===== src/rtl/core_types_pkg.sv =====
// Shared types for the conditional-branch predictor: counter states,
// the DEC-to-EXE prediction snapshot and the counter step function.
package core_types_pkg;

    // 2-bit saturating counter; bit 1 is the taken prediction.
    typedef enum logic [1:0] {
        SNT = 2'b00,
        WNT = 2'b01,
        WT  = 2'b10,
        ST  = 2'b11
    } bp_ctr_e;

    localparam bp_ctr_e     CTR_INIT     = WNT;
    localparam logic [31:0] PC_STEP      = 32'd4;
    // Widest table index the snapshot can carry.
    localparam int          BP_IDX_MAX_W = 16;

    typedef struct packed {
        logic                    valid;
        logic [31:0]             pc;
        logic [31:0]             target;
        logic                    pred;
        logic [BP_IDX_MAX_W-1:0] idx;
    } bp_exe_entry_t;

    // Saturating step: increments on taken, decrements on not taken.
    function automatic bp_ctr_e ctr_next(bp_ctr_e c, logic up);
        logic [1:0] v;
        v = c;
        if (up && v != 2'b11) begin
            v = v + 2'd1;
        end else if (!up && v != 2'b00) begin
            v = v - 2'd1;
        end
        return bp_ctr_e'(v);
    endfunction

endpackage


===== src/rtl/branch_predictor_bht_sat_counter2.sv =====
// One 2-bit saturating up/down counter of the branch history table.
// Ports: Clock, nReset, i_en (step this cycle), i_up (1=taken), o_ctr.
module sat_counter2
    import core_types_pkg::*;
(
    input  logic    Clock,
    input  logic    nReset,
    input  logic    i_en,
    input  logic    i_up,
    output bp_ctr_e o_ctr
);

    bp_ctr_e r_ctr;

    always_ff @(posedge Clock or negedge nReset) begin
        if (!nReset) begin
            r_ctr <= CTR_INIT;
        end else if (i_en) begin
            r_ctr <= ctr_next(r_ctr, i_up);
        end
    end

    assign o_ctr = r_ctr;

endmodule


===== src/rtl/branch_predictor_bht.sv =====
// Conditional-branch predictor: PC-indexed (optionally gshare) table of
// 2-bit counters. Predicts in DEC, resolves in EXE one cycle later.
// Ports: Clock, nReset; DEC side dec_valid/dec_is_cond/dec_pc/dec_target,
// stall, flush_in; EXE side exe_taken. Outputs predict_taken,
// predict_target, mispredict, redirect_pc, branch_count, mispredict_count.
module branch_predictor_bht
    import core_types_pkg::*;
#(
    parameter int IDX_W  = 6,
    parameter int HIST_W = 6,
    parameter int GSHARE = 0,
    parameter int STAT_W = 32
) (
    input  logic              Clock,
    input  logic              nReset,
    input  logic              dec_valid,
    input  logic              dec_is_cond,
    input  logic [31:0]       dec_pc,
    input  logic [31:0]       dec_target,
    input  logic              stall,
    input  logic              flush_in,
    input  logic              exe_taken,
    output logic              predict_taken,
    output logic [31:0]       predict_target,
    output logic              mispredict,
    output logic [31:0]       redirect_pc,
    output logic [STAT_W-1:0] branch_count,
    output logic [STAT_W-1:0] mispredict_count
);

    localparam int DEPTH = 1 << IDX_W;

    logic [HIST_W-1:0] r_ghr;
    bp_exe_entry_t     r_exe;
    logic [STAT_W-1:0] r_branch_count;
    logic [STAT_W-1:0] r_mispredict_count;

    bp_ctr_e           w_ctr [DEPTH];
    bp_ctr_e           w_rd_ctr;
    logic [IDX_W-1:0]  w_idx;
    logic [IDX_W-1:0]  w_exe_idx;
    logic              w_resolve;
    logic              w_load;
    logic              w_unused;

    assign w_exe_idx = r_exe.idx[IDX_W-1:0];
    assign w_unused  = ^{r_exe.idx[BP_IDX_MAX_W-1:IDX_W],
                         dec_pc[31:IDX_W+2], dec_pc[1:0]};

    always_comb begin
        w_idx = dec_pc[IDX_W+1:2];
        if (GSHARE != 0) begin
            w_idx = w_idx ^ IDX_W'(r_ghr);
        end
    end

    // A flushed EXE slot is discarded without touching any state.
    assign w_resolve = r_exe.valid & ~flush_in;

    // Bypass so a lookup in the resolve cycle sees the updated counter.
    always_comb begin
        w_rd_ctr = w_ctr[w_idx];
        if (w_resolve && w_exe_idx == w_idx) begin
            w_rd_ctr = ctr_next(w_ctr[w_idx], exe_taken);
        end
    end

    for (genvar g = 0; g < DEPTH; g++) begin : g_tbl
        sat_counter2 u_ctr (
            .Clock  (Clock),
            .nReset (nReset),
            .i_en   (w_resolve && w_exe_idx == IDX_W'(g)),
            .i_up   (exe_taken),
            .o_ctr  (w_ctr[g])
        );
    end

    assign predict_taken  = dec_valid & dec_is_cond & ~flush_in
                          & w_rd_ctr[1];
    assign predict_target = predict_taken ? dec_target : '0;

    assign mispredict  = w_resolve & (r_exe.pred ^ exe_taken);
    assign redirect_pc = !mispredict ? '0
                       : exe_taken   ? r_exe.target
                       : r_exe.pc + PC_STEP;

    // A branch behind a mispredict is wrong-path and never enters EXE.
    assign w_load = dec_valid & dec_is_cond & ~stall & ~flush_in
                  & ~mispredict;

    always_ff @(posedge Clock or negedge nReset) begin
        if (!nReset) begin
            r_exe <= '0;
        end else if (w_load) begin
            r_exe <= '{valid:  1'b1,
                       pc:     dec_pc,
                       target: dec_target,
                       pred:   w_rd_ctr[1],
                       idx:    BP_IDX_MAX_W'(w_idx)};
        end else begin
            r_exe.valid <= 1'b0;
        end
    end

    // History is non-speculative: shifted only at resolution.
    always_ff @(posedge Clock or negedge nReset) begin
        if (!nReset) begin
            r_ghr <= '0;
        end else if (w_resolve) begin
            r_ghr <= HIST_W'({r_ghr, exe_taken});
        end
    end

    always_ff @(posedge Clock or negedge nReset) begin
        if (!nReset) begin
            r_branch_count     <= '0;
            r_mispredict_count <= '0;
        end else if (w_resolve) begin
            if (r_branch_count != '1) begin
                r_branch_count <= r_branch_count + 1'b1;
            end
            if (mispredict && r_mispredict_count != '1) begin
                r_mispredict_count <= r_mispredict_count + 1'b1;
            end
        end
    end

    assign branch_count     = r_branch_count;
    assign mispredict_count = r_mispredict_count;

endmodule


===== config.mk =====
export PLATFORM = sky130hd
export DESIGN_NAME = branch_predictor_bht
export DESIGN_NICKNAME = d
export VERILOG_FILES = /design/src/rtl/core_types_pkg.sv /design/src/rtl/branch_predictor_bht_sat_counter2.sv /design/src/rtl/branch_predictor_bht.sv
export SDC_FILE = /design/constraint.sdc
export NUM_CORES = 1
export LEC_CHECK = 0
export ABC_AREA = 0
export CAP_MARGIN = 15
export CELL_PAD_IN_SITES_DETAIL_PLACEMENT = 0
export CELL_PAD_IN_SITES_GLOBAL_PLACEMENT = 1
export CORE_AREA = 2 2 196 198
export DETAILED_ROUTE_END_ITERATION = 10
export DIE_AREA = 0 0 198 200
export PLACE_DENSITY_LB_ADDON = 0.1
export SYNTH_ARGS = -nofsm -noshare
export SYNTH_HDL_FRONTEND = slang
export SYNTH_SLANG_ARGS = --single-unit

===== constraint.sdc =====
create_clock -name Clock -period 3.55 [get_ports Clock]
set_input_delay 0.355 -clock Clock [delete_from_list [all_inputs] [get_ports Clock]]
set_output_delay 0.355 -clock Clock [all_outputs]
set_load 0.005 [all_outputs]

* Word level (Yosys, flattened, before mapping)
Cells that the tools add are included.
** Cells by class
- Add/subtract/negate cells :: 133
- $lt $le $gt $ge :: 1
- Eq/ne operators :: 131
- Muxes and demuxes :: 138
- Bitwise operators :: 13
- Reductions and logical operators :: 393
** Operators by type and width (count)
- 2-to-1 mux 2 bit :: 133
- nonzero test 2 bit :: 129
- logical AND 1 bit :: 196
- == test 6 bit, second input constant :: 32
- AND reduction 2 bit :: 66
- adder 2 x 1 -> 2 bit, second input constant :: 65
- inequality test 2 bit, second input constant :: 65
- subtractor 2 x 1 -> 2 bit, second input constant :: 65
- == test 6 x 5 -> 1 bit, second input constant :: 16
- 2-to-1 mux 32 bit :: 3
- adder 32 x 1 -> 32 bit, second input constant :: 2
- inequality test 32 bit, second input constant :: 2
- == test 6 x 4 -> 1 bit, second input constant :: 8
- adder 32 x 3 -> 32 bit, second input constant :: 1
- == test 6 x 3 -> 1 bit, second input constant :: 4
- binary-select mux 2 bit (select 6 bit) :: 1
- == test 6 x 2 -> 1 bit, second input constant :: 2
- bitwise AND 1 bit :: 8
- >= comparator 7 bit, second input constant :: 1
- NOT 6 -> 7 bit :: 1
- == test 6 x 1 -> 1 bit, second input constant :: 1
- == test 6 bit :: 1
- logical NOT 6 bit :: 1
- NOT 1 bit :: 3
- 3 further kinds :: 3
** Storage, ports and cells
- Register bits :: 264
- Bits of input ports :: 71

* Longest topological paths before layout
Gate-level depths: netlist of the first run.
- Depth in word-level cells :: 11
- Gate-level depth with buffers :: 16
- Depth with buffers taken out :: 13

* Modules after synthesis
Synthesis of the first run repeated with hierarchy kept, for this count alone.
** Unflattened totals
- Cells, all modules :: 1328
- Area, all modules :: 14418.8 um^2
** Modules (own cells, without submodules)
- branch_predictor_bht :: times used 1, cells each 816, area each 8252.9 um^2
- sat_counter2 :: times used 64, cells each 8, area each 96.3 um^2

* Worst setup path before layout of the first run
Ideal clock, no wire load.
- Kind :: input -> output
- From :: input dec_pc[3]
- To :: output predict_target[14]
- Data arrival time :: 3437 ps
- Data required time :: 3195 ps
- Setup slack :: -242 ps
- Stages on the path :: 14
- Buffers on the path :: 3
- Path through :: clkbuf_1 -> buf_1 -> mux4_2 -> mux4_2 -> mux4_2 -> inv_2 -> ha_1 -> nor2_1 -> o21bai_1 -> and4_1 -> a31oi_1 -> a21oi_2 -> buf_2 -> and2_1
** Between the ends
- Longest elaborated chain between the ends :: 11
** Ends and longest elaborated chain
- from (decl) :: line branch_predictor_bht.sv:18 : input logic [31:0] dec_pc,
- branches (longest 8 deep; another with subtractor 2 x 1 -> 2 bit)
- 2-to-1 mux 2 bit (*) :: line branch_predictor_bht.sv:63 : if (w_resolve && w_exe_idx == w_idx) begin
- bitwise AND 1 bit (*) :: line branch_predictor_bht.sv:79 : & w_rd_ctr[1];
- via predict_taken :: line branch_predictor_bht.sv:23 : output logic predict_taken,
- 2-to-1 mux 32 bit (*) :: line branch_predictor_bht.sv:80 : assign predict_target = predict_taken ? dec_target : '0;
- to (decl) :: line branch_predictor_bht.sv:24 : output logic [31:0] predict_target,
Mark *: on every way through the listed nets, which the timed path passes. The select of a mux whose other input is x is not followed.

* Final worst setup path of the first run
- From :: register g_tbl[50].u_ctr.r_ctr[0]
- To :: output predict_target[26]
** Between the ends
- Longest elaborated chain between the ends :: 10
** Ends and longest elaborated chain
- from (decl) :: line branch_predictor_bht_sat_counter2.sv:13 : bp_ctr_e r_ctr;
- from (signal assigned) :: line branch_predictor_bht_sat_counter2.sv:19 : r_ctr <= ctr_next(r_ctr, i_up);
- binary-select mux 2 bit (select 6 bit) (*) :: line branch_predictor_bht.sv:64 : w_rd_ctr = ctr_next(w_ctr[w_idx], exe_taken);
- 2-to-1 mux 2 bit (implied by the code) (*) (2 in a row) :: line branch_predictor_bht.sv:64
- branches (longest 3 deep; another with subtractor 2 x 1 -> 2 bit)
- 2-to-1 mux 2 bit (*) :: line core_types_pkg.sv:30 : if (up && v != 2'b11) begin
- 2-to-1 mux 2 bit (*) :: line branch_predictor_bht.sv:63
- bitwise AND 1 bit (*) :: line branch_predictor_bht.sv:79
- 2-to-1 mux 32 bit (*) :: line branch_predictor_bht.sv:80
Every way passes the cells marked *. The select of a mux whose other input is x is not followed.

==> flow_metrics.tcl, run 1 <==
set metrics [dict create \
    max_slew_margin_pct 38.7 \
    wl_met2_mm 21.1 \
    cts.htree.levels 1 \
    syn-num-nets 1567 \
    dpl_cell_area_um2 17700 \
    ys_seq_elements 258 \
    synth.avg_cell_area_um2 9.67 \
    clk_pin_slew_ns 0.06 \
    cp.arrival_ns 3.99 \
    rsz0062_at_grt "yes" \
    worstPathMaxFanout 8 \
    power.internal_mw 5.65 \
    crit_path_start_kind "register" \
    maxCapViolCount 0 \
    core-area_um2 37400 \
    drive_gt1_share_pct 23.0 \
    fin_area_um2 18900 \
    wire_per_inst_um 19.0 \
    synthFlopType "dfrtp_1" \
    antenna_found_initial 0 \
    grt_pass1_wl_mm 67.1 \
    min_period_ns 4.34 \
    cpPeakStageDelay_ns 0.52 \
    wirelength_mm 44.0 \
    synthSimpleGateAreaFrac_pct 15.5 \
    first_global_vias 11782 \
    cp_common_cell "mux4_2" \
    wl_met3_mm 2.02 \
    cts_root_buf "clkbuf_16" \
    top_layer_used "met4" \
    dpl.hpwl_mm 30.8 \
    cts.sinks 258 \
    path_class "reg2out" \
    globalplace.congestion 0.864 \
    crit_chain "mux4_2, mux4_2, mux4_2, inv_2, ha_4, nor2_2, o21bai_4, and4_1, a31oi_2, a21oi_4, buf_6, clkbuf_16, and2_4, buf_6" \
    setup_ws_ns -0.794 \
    wl_met1_mm 20.0 \
    yosysUniqueCellTypes 48 \
    synthTopCellsByCount "dfrtp_1, o21ai_0, a21oi_1, nor2_1, nand2_1" \
    viasPerCell 5.31 \
    combPwrFrac_pct 14.2 \
    status "complete, but fails checks" \
    slew_viol_final 0 \
    clock_latency_ns 0.57 \
    synth_area_leaders "dfrtp_1, dfstp_2, mux4_2, o21ai_0, a21oi_1" \
    cp_slowest_cell "mux4_2" \
    synth_top_area_cell "dfrtp_1" \
    clock_power_share_pct 41.8 \
    switchingPower_mw 2.07 \
    yosys.area_share.adder_pct 0.696 \
    ys_warn_count 0 \
    max_freq_mhz 230 \
    timing.final.crit_share_pct 122 \
    violations "negative setup slack" \
    async_reset_ff_share_pct 100 \
    switching_share_pct 26.8 \
    syn_inst 1488 \
    syn2layout_area_growth_pct 31.7 \
    synth_compound_area_share_pct 13.2 \
    synth_top_family_by_area "multiplexers" \
    yosysMostFrequentCell "dfrtp_1" \
    grt_util_all_layers_pct 21.7 \
    power_density_nw_per_um2 408 \
    hold_viol_final 0 \
    skew_ns 0.0124 \
    crit_required_ns 3.19 \
    crit_family "multiplexers" \
    start_util_pct 38.5 \
    fin_setup_tns_ns -23.97 \
    port_buffers 200 \
    dieArea_um2 39600 \
    grt_max_degree 104 \
    peakVddDrop_mv 0.300 \
    worst-path-buf-inv 4 \
    fp.dieW_um 198 \
    via_count 12260 \
    power_frac_seq_pct 44.1 \
    ant_nets 0 \
    setup_viol 33 \
    clock_path_buffers 3 \
    worst_slew_pin_slew_ns 0.920 \
    cp-end-kind "output port" \
    synth_xor_area_share_pct 5.54 \
    min_path_type "in2reg" \
    n_antenna_cell 0 \
    synth_edf_count 0 \
    drt_iter0_drc 693 \
    netlist_area_um2 14400 \
    cts_tree "built" \
    drcViolationCount 0 \
    ioPinCount 201 \
    fin_hold_ws_ns 0.141 \
    row_count 71 \
    fillerInstances 3465 \
    synthMuxAreaShare_pct 15.8 \
    grt-ovfl-total 0 \
    cts_buffers 31 \
    synth_seq_area_share_pct 45.4 \
    synth_top_cell_area_share_pct 33.7 \
    power_leakage_nw 7.65 \
    fp.dieH_um 200 \
    drt_first_pass_iters 5 \
    nets 1855 \
]
==> cell type report <==
| cell class | instances | area, µm² | area share [%] |
|---|---|---|---|
| clock buffer | 50 | 937 | 4.95 |
| clock inverter | 7 | 96.3 | 0.509 |
| inverter | 52 | 195 | 1.03 |
| multi-input combinational | 1094 | 7400 | 39.1 |
| sequential | 258 | 6540 | 34.5 |
| tap | 511 | 639 | 3.37 |
| timing repair buffer | 339 | 3130 | 16.5 |
==> through the flow <==
step / setup slack [ns] / instances / utilization [%] / power [mW]
3_5_place_dp: -0.917 / 2244 / 47.4 / 4.52
2_1_floorplan: 0.00687 / 1488 / - / 3.98
4_1_cts: -0.985 / 2302 / 50.2 / 7.79
3_3_place_gp: -0.866 / 2244 / 47.4 / 4.50
6_report: -0.794 / 2311 / 50.7 / 7.73
5_1_grt: -0.897 / 2311 / 50.7 / 8.08
==> tightest hold or removal path, cell delays in order <==
cell     delay, ns
buf_6         0.14
a21oi_1       0.13
mux2i_1       0.08
==> final timing paths <==
| kind | from | end | slack (ns) | cells past startpoint |
|---|---|---|---|---|
| min | exe_taken | g_tbl[7].u_ctr.o_ctr[0]$_DFFE_PN1P_ | 0.14 | 3 |
| max in group asynchronous | nReset | g_tbl[51].u_ctr.o_ctr[0]$_DFFE_PN1P_ | 2.19 | 3 |
| min reg2reg | branch_count[26]$_DFFE_PN0P_ | branch_count[26]$_DFFE_PN0P_ | 0.49 | 1 |
| max reg2reg | g_tbl[50].u_ctr.o_ctr[0]$_DFFE_PN1P_ | r_exe[16]$_DFFE_PN0P_ | 0.60 | 10 |
| max | g_tbl[50].u_ctr.o_ctr[0]$_DFFE_PN1P_ | predict_target[26] | -0.79 | 14 |
| min in group asynchronous | nReset | branch_count[17]$_DFFE_PN0P_ | 0.33 | 2 |
==> per-layer routing <==
| metal | track usage [%] | vias up |
|---|---|---|
| met2 | 35.9 | 292 |
| met3 | 3.63 | 57 |
| met1 | 30.1 | 6047 |
| met4 | 4.93 | 0 |
| met5 | 0 | - |
| li1 | - | 5864 |
==> cell usage in the layout (no fill, tap or decap), drive strengths merged, types with 7 or more instances in the layout <==
cell,count
mux2,65
buf,149
o21ai,156
and4,14
a211oi,21
nand4,21
inv,53
ha,8
xor2,43
clkbuf,75
dfrtp,194
nor2,134
dfstp,64
and3,17
clkdlybuf4s50,163
nor3,20
xnor2,48
nor4,7
and2,45
a21oi,153
a31oi,8
nand3,54
nand2,127
mux4,35
nor2b,8
mux2i,75
==> power groups by stage <==
| stage | clock (mW) | sequential (mW) | combinational (mW) |
|---|---|---|---|
| after detailed placement | 0 | 3.45 | 1.07 |
| after CTS | 3.32 | 3.41 | 1.07 |
| after global routing | 3.44 | 3.44 | 1.20 |
| after global placement | 0 | 3.45 | 1.05 |
| final | 3.23 | 3.41 | 1.10 |
| after floorplan | 0 | 3.38 | 0.602 |
==> state kept, by name, indices dropped and copies added, names as in the netlist <==
signal             cells
mispredict_count      32
r_exe                 66
g_tbl.u_ctr.o_ctr    128
branch_count          32
==> repair_timing <==
| item | 4_1_cts | 5_1_grt |
|---|---|---|
| hold endpoints to repair | 56 | 0 |
| pin swaps | 1 | 9 |
| gates resized for setup | 60 | 90 |
| setup endpoints to repair | 35 | 39 |
| hold buffers | 1 | 0 |
| gates cloned | 0 | 4 |
| buffers inserted | 0 | 5 |
==> cells by family after synthesis <==
family	after synthesis
xor+xnor	91
compound gates	353
mux	175
simple gates	467
fa+ha+maj	8
buf+inv	136
flops	258
Note: power is estimated with default switching activity, not from simulation.
==> inputs of run 2 (changes only) <==
- CAP_MARGIN: 15 -> default
==> results of run 2 <==
Same layout as run 1: the final DEF is identical, and so are final timing and power.
==> inputs of run 3 (changes only) <==
- CORE_AREA: 2 2 196 198 -> 2 2 223 225
- DIE_AREA: 0 0 198 200 -> 0 0 225 227
==> run 3 against run 2 <==
Effect of this change: die area is 29% higher; total power is 4.7% higher; worst setup slack better by 0.15 ns; cell count is 5.0% higher; wire length is 9.8% higher; clock skew is 0.012 ns higher; maximum frequency is 3.5% higher; the run still ends with negative setup slack left; combinational power hardly changed; first-iteration DRC count is 3.0% lower; critical path type unchanged.
==> flow_metrics.tcl, run 3 (synthesis gave the netlist of run 1 again) <==
set metrics [dict create \
    fp.dieH_um 227 \
    maxCapViolCount 0 \
    max_slew_margin_pct 32.0 \
    first_global_vias 12198 \
    worst_slew_pin_slew_ns 1.02 \
    viasPerCell 5.10 \
    worstPathMaxFanout 17 \
    drcViolationCount 0 \
    crit_path_start_kind "register" \
    drive_gt1_share_pct 22.8 \
    grt_max_degree 117 \
    antenna_found_initial 0 \
    cts.sinks 258 \
    start_util_pct 29.6 \
    violations "negative setup slack" \
    slew_viol_final 0 \
    largest_reg_flops 128 \
    port_buffers 200 \
    row_count 81 \
    clock_latency_ns 0.56 \
    grt_pass1_wl_mm 74.5 \
    min_path_type "in2reg" \
    cts_tree "built" \
    cts_buffers 35 \
    wire_per_inst_um 19.9 \
    hold_viol_final 0 \
    core-area_um2 48500 \
    via_count 12371 \
    status "complete, but fails checks" \
    power_leakage_nw 7.64 \
    ff2ff_path_depth 10 \
    path_class "reg2out" \
    max_freq_mhz 238 \
    setup_ws_ns -0.649 \
    wirelength_mm 48.3 \
    drt_iter0_drc 672 \
    cts.htree.levels 2 \
    rrSetupSlack_ns 0.50 \
    clock_path_buffers 3 \
    skew_ns 0.0242 \
    final_common_cell "dfrtp_1" \
    finalPower_mw 8.09 \
    timing.final.crit_share_pct 118 \
    nets 1856 \
    fillerInstances 4852 \
    peakVddDrop_mv 0.314 \
    cp.arrival_ns 3.84 \
    final_cell_mix "dfrtp_1, clkdlybuf4s50_1, o21ai_0" \
    drt_first_pass_iters 5 \
    dieArea_um2 51100 \
    crit_path_start "g_tbl[51].u_ctr.o_ctr[0]$_DFFE_PN1P_" \
    cp-end-kind "output port" \
    setup_viol 33 \
    crit_required_ns 3.19 \
    globalplace.congestion 0.789 \
    syn2layout_area_growth_pct 32.4 \
    fp.dieW_um 225 \
    grt_util_all_layers_pct 19.0 \
    ioPinCount 201 \
    dpl.hpwl_mm 34.4 \
    power_density_nw_per_um2 425 \
    crit_end "predict_target[26]" \
    r2r_end "r_exe[16]$_DFFE_PN0P_" \
    clk_pin_slew_ns 0.06 \
    rr_startpoint "g_tbl[51].u_ctr.o_ctr[0]$_DFFE_PN1P_" \
    min_period_ns 4.20 \
    ant_nets 0 \
    grt-ovfl-total 0 \
    finalCoreUtilization_pct 39.3 \
    cts_root_buf "clkbuf_16" \
    n_antenna_cell 0 \
    rsz0062_at_grt "yes" \
]
## run 3: cell types whose count changed in the layout (fill, tap and decap cells not counted), moves of 2 or more
cell and change:
and2_1 +12, clkbuf_2 +9, clkinv_2 +3, inv_6 +2, nor3_2 +2, and2_4 -12, nor3_1 -2, clkinvlp_4 -2
buf_6 -11
## run 3: cell type report
type,instances,area (µm²),area share (%)
multi-input combinational,1094,7380,38.7
sequential,258,6540,34.3
timing repair buffer,336,3010,15.8
clock buffer,54,1040,5.44
tap,622,778,4.08
inverter,52,195,1.02
clock inverter,10,114,0.598
## run 3: report_power, final
part           internal, mW  switching (mW)  total, mW  leakage [nW]
combinational         0.521           0.576       1.10          4.06
sequential             3.19           0.232       3.42          3.01
clock                  2.16            1.42       3.58         0.565
total                  5.87            2.23       8.09          7.64
## run 3: per-stage QoR
| step | setup slack, ns | hold WS, ns | area (µm²) | instances | setup TNS, ns |
|---|---|---|---|---|---|
| after floorplan | 0.00687 | 0.0594 | 14400 | 1488 | 0 |
| after global placement | -0.952 | 0.459 | 17900 | 2359 | -31.00 |
| after detailed placement | -0.958 | 0.464 | 17900 | 2359 | -30.93 |
| after CTS | -0.837 | 0.196 | 19100 | 2425 | -26.87 |
| after global routing | -0.762 | 0.231 | 19100 | 2426 | -24.70 |
| final | -0.649 | 0.226 | 19100 | 2426 | -20.94 |
## run 3: layer usage
metal  wire length, µm  vias up  GRT usage [%]
li1                  -     5876              -
met1             22400     6181           26.3
met2             22700      266           30.8
met3              2190       48           3.03
met4               960        0           5.32
met5                 0        -              0
## run 3: timing repair
action / CTS / global route
gates cloned: 1 / 0
hold buffers: 1 / 0
endpoints found under the hold margin: 69 / 0
setup buffers: 2 / 2
endpoints found under the setup margin: 36 / 44
gates resized for setup: 75 / 49
pin swaps: 2 / 4
## run 3: worst min path at each step
stage	from	slack (ns)	to	cells after the start
detailed placement	nReset	0.46	g_tbl[4].u_ctr.o_ctr[1]$_DFFE_PN0P_	1
global route	exe_taken	0.23	g_tbl[55].u_ctr.o_ctr[1]$_DFFE_PN0P_	3
global placement	nReset	0.46	g_tbl[4].u_ctr.o_ctr[1]$_DFFE_PN0P_	1
finish	exe_taken	0.23	g_tbl[56].u_ctr.o_ctr[1]$_DFFE_PN0P_	3
CTS	exe_taken	0.20	g_tbl[54].u_ctr.o_ctr[1]$_DFFE_PN0P_	3
floorplan	nReset	0.06	branch_count[0]$_DFFE_PN0P_	0
## run 3: critical path, cell delays in order (launching register included)
cell and delay [ns]:
dfstp_2 0.38, mux4_2 0.48, mux4_2 0.49, mux4_2 0.52, inv_2 0.08, ha_4 0.11
nor2_1 0.04, o21bai_4 0.18, and4_1 0.22, a31oi_2 0.19, a21oi_4 0.14, buf_12 0.18
and2_1 0.16, clkbuf_2 0.11
